===== config.mk =====
export PLATFORM = sky130hd
export DESIGN_NAME = bcd_sseg_scan
export DESIGN_NICKNAME = d
export VERILOG_FILES = /design/src/rtl/bcd_sseg_scan.sv
export SDC_FILE = /design/constraint.sdc
export NUM_CORES = 1
export LEC_CHECK = 0
export BUFFER_PORTS_ARGS = -buffer_cell sky130_fd_sc_hd__buf_2
export CAP_MARGIN = 20
export CORE_MARGIN = 2
export CORE_UTILIZATION = 47
export DETAILED_ROUTE_END_ITERATION = 12
export PLACE_DENSITY_LB_ADDON = 0.12
export SLEW_MARGIN = 10
export SYNTH_ARGS = -nofsm -noshare
export SYNTH_HDL_FRONTEND = slang
export SYNTH_SLANG_ARGS = --single-unit

===== constraint.sdc =====
create_clock -name clk -period 5.78 [get_ports clk]
set_clock_uncertainty 0.15 [all_clocks]
set_input_delay 0.578 -clock clk [delete_from_list [all_inputs] [get_ports clk]]
set_output_delay 0.578 -clock clk [all_outputs]
set_load 0.05 [all_outputs]

===== src/rtl/bcd_sseg_scan.sv =====
// bcd_sseg_scan: captures four BCD digits from the converter and
// scans them onto a common-anode 4-digit seven-segment display.
module bcd_sseg_scan #(
    parameter int REFRESH_BITS = 18
) (
    input  logic       clk,
    input  logic       reset_n,
    input  logic       bcd_done,
    input  logic [3:0] bcd3,
    input  logic [3:0] bcd2,
    input  logic [3:0] bcd1,
    input  logic [3:0] bcd0,
    input  logic       blank_lz,
    input  logic [3:0] dp_in,
    output logic [3:0] sel,
    output logic [7:0] sseg,
    output logic       digit_err
);

    localparam logic [REFRESH_BITS-1:0] CNT_ONE =
        {{(REFRESH_BITS-1){1'b0}}, 1'b1};

    logic [REFRESH_BITS-1:0] r_cnt;
    logic [3:0]              r_d0;
    logic [3:0]              r_d1;
    logic [3:0]              r_d2;
    logic [3:0]              r_d3;
    logic                    r_cap;
    logic [3:0]              r_sel;
    logic [7:0]              r_sseg;
    logic                    r_err;

    logic [1:0] w_idx;
    logic [3:0] w_digit;
    logic       w_z1;
    logic       w_z2;
    logic       w_z3;
    logic       w_blank;
    logic [6:0] w_seg;
    logic [3:0] w_sel;
    logic       w_bad;

    assign w_idx = r_cnt[REFRESH_BITS-1 -: 2];

    // Leading-zero chain: digit i is zero and so is everything left of it.
    assign w_z3 = (r_d3 == 4'd0);
    assign w_z2 = w_z3 && (r_d2 == 4'd0);
    assign w_z1 = w_z2 && (r_d1 == 4'd0);

    assign w_bad = (r_d0 > 4'd9) || (r_d1 > 4'd9) ||
                   (r_d2 > 4'd9) || (r_d3 > 4'd9);

    // Select the digit for the active slot and its blanking condition.
    always_comb begin
        w_digit = r_d0;
        w_blank = 1'b0;
        w_sel   = 4'b1110;
        unique case (w_idx)
            2'd0: begin
                w_digit = r_d0;
                w_blank = 1'b0;
                w_sel   = 4'b1110;
            end
            2'd1: begin
                w_digit = r_d1;
                w_blank = blank_lz && w_z1;
                w_sel   = 4'b1101;
            end
            2'd2: begin
                w_digit = r_d2;
                w_blank = blank_lz && w_z2;
                w_sel   = 4'b1011;
            end
            2'd3: begin
                w_digit = r_d3;
                w_blank = blank_lz && w_z3;
                w_sel   = 4'b0111;
            end
            default: begin
                w_digit = r_d0;
                w_blank = 1'b0;
                w_sel   = 4'b1110;
            end
        endcase
    end

    // Active-low {g,f,e,d,c,b,a}; non-decimal codes show a dash.
    always_comb begin
        w_seg = 7'h3F;
        if (w_blank) begin
            w_seg = 7'h7F;
        end else begin
            case (w_digit)
                4'd0:    w_seg = 7'h40;
                4'd1:    w_seg = 7'h79;
                4'd2:    w_seg = 7'h24;
                4'd3:    w_seg = 7'h30;
                4'd4:    w_seg = 7'h19;
                4'd5:    w_seg = 7'h12;
                4'd6:    w_seg = 7'h02;
                4'd7:    w_seg = 7'h78;
                4'd8:    w_seg = 7'h00;
                4'd9:    w_seg = 7'h10;
                default: w_seg = 7'h3F;
            endcase
        end
    end

    // Free-running refresh counter; its top two bits pick the slot.
    always_ff @(posedge clk or negedge reset_n) begin
        if (!reset_n) begin
            r_cnt <= '0;
        end else begin
            r_cnt <= r_cnt + CNT_ONE;
        end
    end

    // Capture bank; the last pulse wins.
    always_ff @(posedge clk or negedge reset_n) begin
        if (!reset_n) begin
            r_d0  <= 4'd0;
            r_d1  <= 4'd0;
            r_d2  <= 4'd0;
            r_d3  <= 4'd0;
            r_cap <= 1'b0;
        end else begin
            r_cap <= bcd_done;
            if (bcd_done) begin
                r_d0 <= bcd0;
                r_d1 <= bcd1;
                r_d2 <= bcd2;
                r_d3 <= bcd3;
            end
        end
    end

    // Registered display outputs, built from one coherent slot/bank view.
    always_ff @(posedge clk or negedge reset_n) begin
        if (!reset_n) begin
            r_sel  <= 4'b1111;
            r_sseg <= 8'hFF;
        end else begin
            r_sel  <= w_sel;
            r_sseg <= {dp_in[w_idx], w_seg};
        end
    end

    // Error flag re-evaluated only on the cycle after a capture.
    always_ff @(posedge clk or negedge reset_n) begin
        if (!reset_n) begin
            r_err <= 1'b0;
        end else if (r_cap) begin
            r_err <= w_bad;
        end
    end

    assign sel       = r_sel;
    assign sseg      = r_sseg;
    assign digit_err = r_err;

endmodule


Word-level counts from Yosys, hierarchy flattened
Memory sizes are Yosys's and may differ from the RTL's.
Index checks and enable logic that the tools add are counted.
{"block": "word_totals", "regBits": 48, "romBits": 112, "inputBits": 24, "out_inout_bits": 13, "elab_cells": 37, "mem_count": 1}
{"name": "(name not given)", "depth": 16, "width": 7, "rd": 1, "rd_clocked_by_memory_dff": 0, "wr": 0, "line": "93", "text": "case (w_digit)"}
{"block": "classes", "add_sub_neg": 1, "order_cmp": 5, "eq_ne": 3, "n_mux": 6, "reduce_logical": 12}
{"cell": "4-bit case mux with 4 select lines", "n": 2}
{"cell": "18-bit by 1-bit adder with 18-bit output, second input constant", "n": 1}
{"cell": "4-bit > comparator, second input constant", "n": 4}
{"cell": "4-bit zero test", "n": 3}
{"cell": "7-bit 2-to-1 mux", "n": 1}
{"cell": "1-bit logical AND", "n": 5}
{"cell": "2-bit == test, second input constant", "n": 2}
{"cell": "1-bit case mux with 4 select lines", "n": 1}
{"cell": "1-bit logical OR", "n": 3}
{"cell": "2-bit by 3-bit less-than comparator with 1-bit output, second input constant", "n": 1}
{"cell": "1-bit binary-select mux with 2-bit select", "n": 1}
{"cell": "2-bit by 1-bit == test with 1-bit output, second input constant", "n": 1}
{"cell": "2-bit zero test", "n": 1}
{"cell": "1-bit 2-to-1 mux", "n": 1}

Longest topological paths before layout
{"block": "depth", "ltp_word": 6, "depth_mapped": 8, "ltp_nobuf": 6}

Least setup slack after synthesis
Ideal clock, no wire load.
{"block": "synth_timing", "path_kind": "reg2reg", "start": "register r_cnt[16]", "end": "register r_sseg[2], in the netlist sseg[2]", "arrival_ps": 1618, "required_ps": 5532, "slack_ps": 3914, "stages_incl_launch_ff": 8, "period_less_slack_ps": 1866, "path_cell_list": "dfrtp_1 -> buf_6 -> buf_6 -> mux4_2 -> inv_1 -> ha_1 -> inv_1 -> o311ai_1"}
{"block": "synth_between", "elab_chain_len": 4, "word_cells_on_any_way": 8, "classes_between": "3 x eq/ne; 3 x mux; 1 x reduce/logical; 1 x memory"}
{"element": "start, declared", "line": "23", "text": "logic [REFRESH_BITS-1:0] r_cnt;"}
{"element": "start signal, assigned", "line": "114", "text": "r_cnt <= r_cnt + CNT_ONE;"}
{"element": "2-bit == test (tied with other cells)", "line": "58", "text": "unique case (w_idx)"}
{"element": "4-bit case mux with 4 select lines", "line": "58"}
{"element": "memory read 16 x 7 bit"}
{"element": "7-bit 2-to-1 mux (*)", "line": "90", "text": "if (w_blank) begin"}
{"element": "named net w_seg[2]", "line": "39", "text": "logic [6:0] w_seg;"}
{"element": "end signal, assigned", "line": "144", "text": "r_sseg <= {dp_in[w_idx], w_seg};"}
{"element": "end, declared", "line": "30", "text": "logic [7:0] r_sseg;"}
The timed path passes the listed nets; every way through them passes the cells marked *.
A chain may end at the register's enable or synchronous reset.

Final worst setup path
Ends and elaborated chain as after synthesis.

==> flow_summary.yaml <==
run_status:
  outcome: "complete, no violations"
routing:
  first_pass_iters: 4
  drcViolationCount: 0
  ant_nets: 0
  wl_per_cell_um: 14.4
  drt-vias-per-instance: 5.34
  finalWirelength_mm: 3.65
  vias: 1356
  drtIter0Drc: 52
global_routing:
  first_global_vias: 1415
  grt_overflow: 0
  grt_pass1_wl_mm: 6.50
  grt_max_degree: 49
  grt_antenna_before_repair: 0
  grt_usage: 0.166
die:
  core_um2: 4320
  die_h_um: 70.7
  start_util: 0.483
  rows: 24
  chipWidth_um: 70.7
  dieArea_um2: 4990
  ios: 37
worst_hold_path:
  min-delay-start: "r_cap"
  hp-class: "flip-flop to flip-flop"
setup_path:
  worst_setup_path_start_kind: "flip-flop"
  path_cells: "mux4_2 -> inv_1 -> ha_1 -> inv_1 -> o311ai_1"
  cp_max_fo: 13
  endpoint_kind: "flip-flop"
  critical_path_arrival_ns: 2.18
  cp.required_ns: 5.84
  crit_path_start: "r_cnt[16]"
  crit_path_top_delay_cell: "dfrtp_1"
  r2r_start: "r_cnt[16]"
  path_common_cell: "inv_1"
  slowest_delay_ns: 0.67
  criticalPathCategory: "flip-flop to flip-flop"
timing:
  slew_violations: 0
  finalHoldViolations: 0
  fin_ws_ns: 3.66
  rsz0062_at_grt: "no"
  post-route-min-period_ns: 2.12
  setup_viol: 0
  fin_tns_setup_ns: 0
  min_period_over_period: 0.367
  whs_ns: 0.298
  clock.fmax_mhz: 471
  worstMarginPinSlew_ns: 0.509
  relSlewSlack: 0.658
cells_and_area:
  fillCellCount: 386
  diodes: 0
  fin_nets: 229
  fin_util: 0.560
  syn2layout_area_growth_pct: 15.9
  drive_gt1_frac: 0.401
synthesis:
  synth_fa_ha_area_frac: 0.0240
  yosysUniqueCellTypes: 30
  ys_ff_latch: 48
  yosysWarnings: 0
  synthXorXnorAreaFrac: 0.0671
  synthSimpleGateAreaFrac: 0.111
  syn_nets: 189
  synth_top_family_by_area: "multiplexers"
  synth-compound-area-share: 0.0473
  synthesis.area_um2: 2090
  avgSynthCellArea_um2: 13.0
  syn_inst: 161
  synthMuxAreaShare: 0.140
  synth_seq_area_share: 0.582
  yosys-top-cells-area: "dfrtp_1, dfstp_2, mux2_2"
  synth_top_area_cell: "dfrtp_1"
  synth_top_area_frac: 0.431
clocking:
  clkLatencyLatePin_ns: 0.30
  root_buffer: "clkbuf_8"
  clk_pin_slew_ns: 0.08
  cts_tree: "yes"
  cts_resized: 0
  cts_buffer_depth: 2
  clock_sinks: 48
  cts.htree.levels: 2
  cts_buffers: 5
power_and_ir_drop:
  worst_ir_drop_vdd_mv: 0.170
  cellPowerDensity_nw_per_um2: 281
  leakage_nw: 1.09
placement:
  dpl.hpwl_mm: 2.69
  port-buffer-count: 36
  place_congestion: 0.848
  dp_slack_ns: 3.67
flow_run:
  cap_violations: 0
-- layer usage --
metal,GRT usage,vias up,part of all wire
met1,0.210,671,0.44
met2,0.271,37,0.49
met3,0.0484,7,0.057
met5,0,-,0
met4,0.0671,0,0.018
li1,-,641,-
-- synthesized netlist by cell type (all sizes together) --
master and count:
and3 2, dfrtp 36, clkbuf 2, nor3 2, o2bb2ai 1, o22ai 1, or2 2, dfstp 12
nand2 10, xnor2 11, nor4 3, nand2b 3, mux4 5, xor2 5, mux2 16, nor2 7
nand3 11, ha 4, buf 3, and4 1, o21ai 8, a21oi 3, inv 6, nor2b 1
a22oi 1, nand4 3, o311ai 1, a21o 1
-- per-stage QoR --
step                instances  instance area (um2)  power, W
floorplan                 161                 2090  0.000453
global placement          244                 2300  0.000483
detailed placement        244                 2300  0.000486
CTS                       252                 2390  0.000686
global route              254                 2420  0.000718
finish                    254                 2420  0.000681
-- state kept, by name, summed over array words and instances (netlist names), 4 cells and up --
name	flops
r_cnt	18
r_d0	4
r_d1	4
r_d2	4
r_d3	4
sel	4
sseg	8
-- repair_timing --
item,in CTS,in global routing
hold endpoints to repair,0,8
hold buffers,0,1
buffers inserted,0,0
-- placed cells by master, fill, tap and decap left out, types with 2 or more instances in the layout --
cell and instances:
mux2_2 16, clkbuf_8 6, buf_2 36, xnor2_1 11
o21ai_0 8, and3_1 2, nand2b_1 3, nor2_1 7
nand2_1 10, nor3_1 2, dfrtp_1 36, mux4_2 5
nand3_1 11, nor4_1 3, ha_1 4, dfstp_2 12
inv_1 6, clkinv_2 2, xor2_1 5, a21oi_1 3
nand4_1 3
-- critical path: cells and delay by family (launching register included) --
kind	cells	cell delay (ns)
buffers and inverters	2	0.17
AOI/OAI and AO/OA	1	0.27
DFF	1	0.67
muxes	1	0.63
adders and majority gates	1	0.15
-- cell families (layout without fill, tap and decap cells) --
kind of cell	count (synthesis)	in the layout
mux	21	21
xor+xnor	16	16
simple gates	45	45
compound gates	16	16
flops	48	48
fa+ha+maj	4	4
buf+inv	11	52
-- path summary, 6_finish.rpt --
check / to / slack, ns / depth (start not counted)
min reg2reg: digit_err / 0.30 / 1
max reg2reg: sseg[2] / 3.66 / 5
min: digit_err / 0.30 / 1
max: sseg[2] / 3.66 / 5
max in group asynchronous: sseg[7] / 4.42 / 3
min in group asynchronous: r_d0[1] / 0.53 / 2
-- layout make-up --
cell class                      instances  area, um2  area share
Inverter                                6       22.5     0.00930
Clock buffer                            6       82.6      0.0341
Clock inverter                          2       10.0     0.00413
Tap cell                               52       65.1      0.0269
Multi-Input combinational cell        102        815       0.336
Sequential cell                        48       1220       0.502
Timing Repair Buffer                   38        210      0.0868
-- where the power goes --
group          leakage [nW]  switching, W  internal [W]
Sequential            0.571     0.0000131      0.000362
Combinational         0.472     0.0000667     0.0000385
Clock                0.0510      0.000106     0.0000955
(Power assumes the default switching activity.)
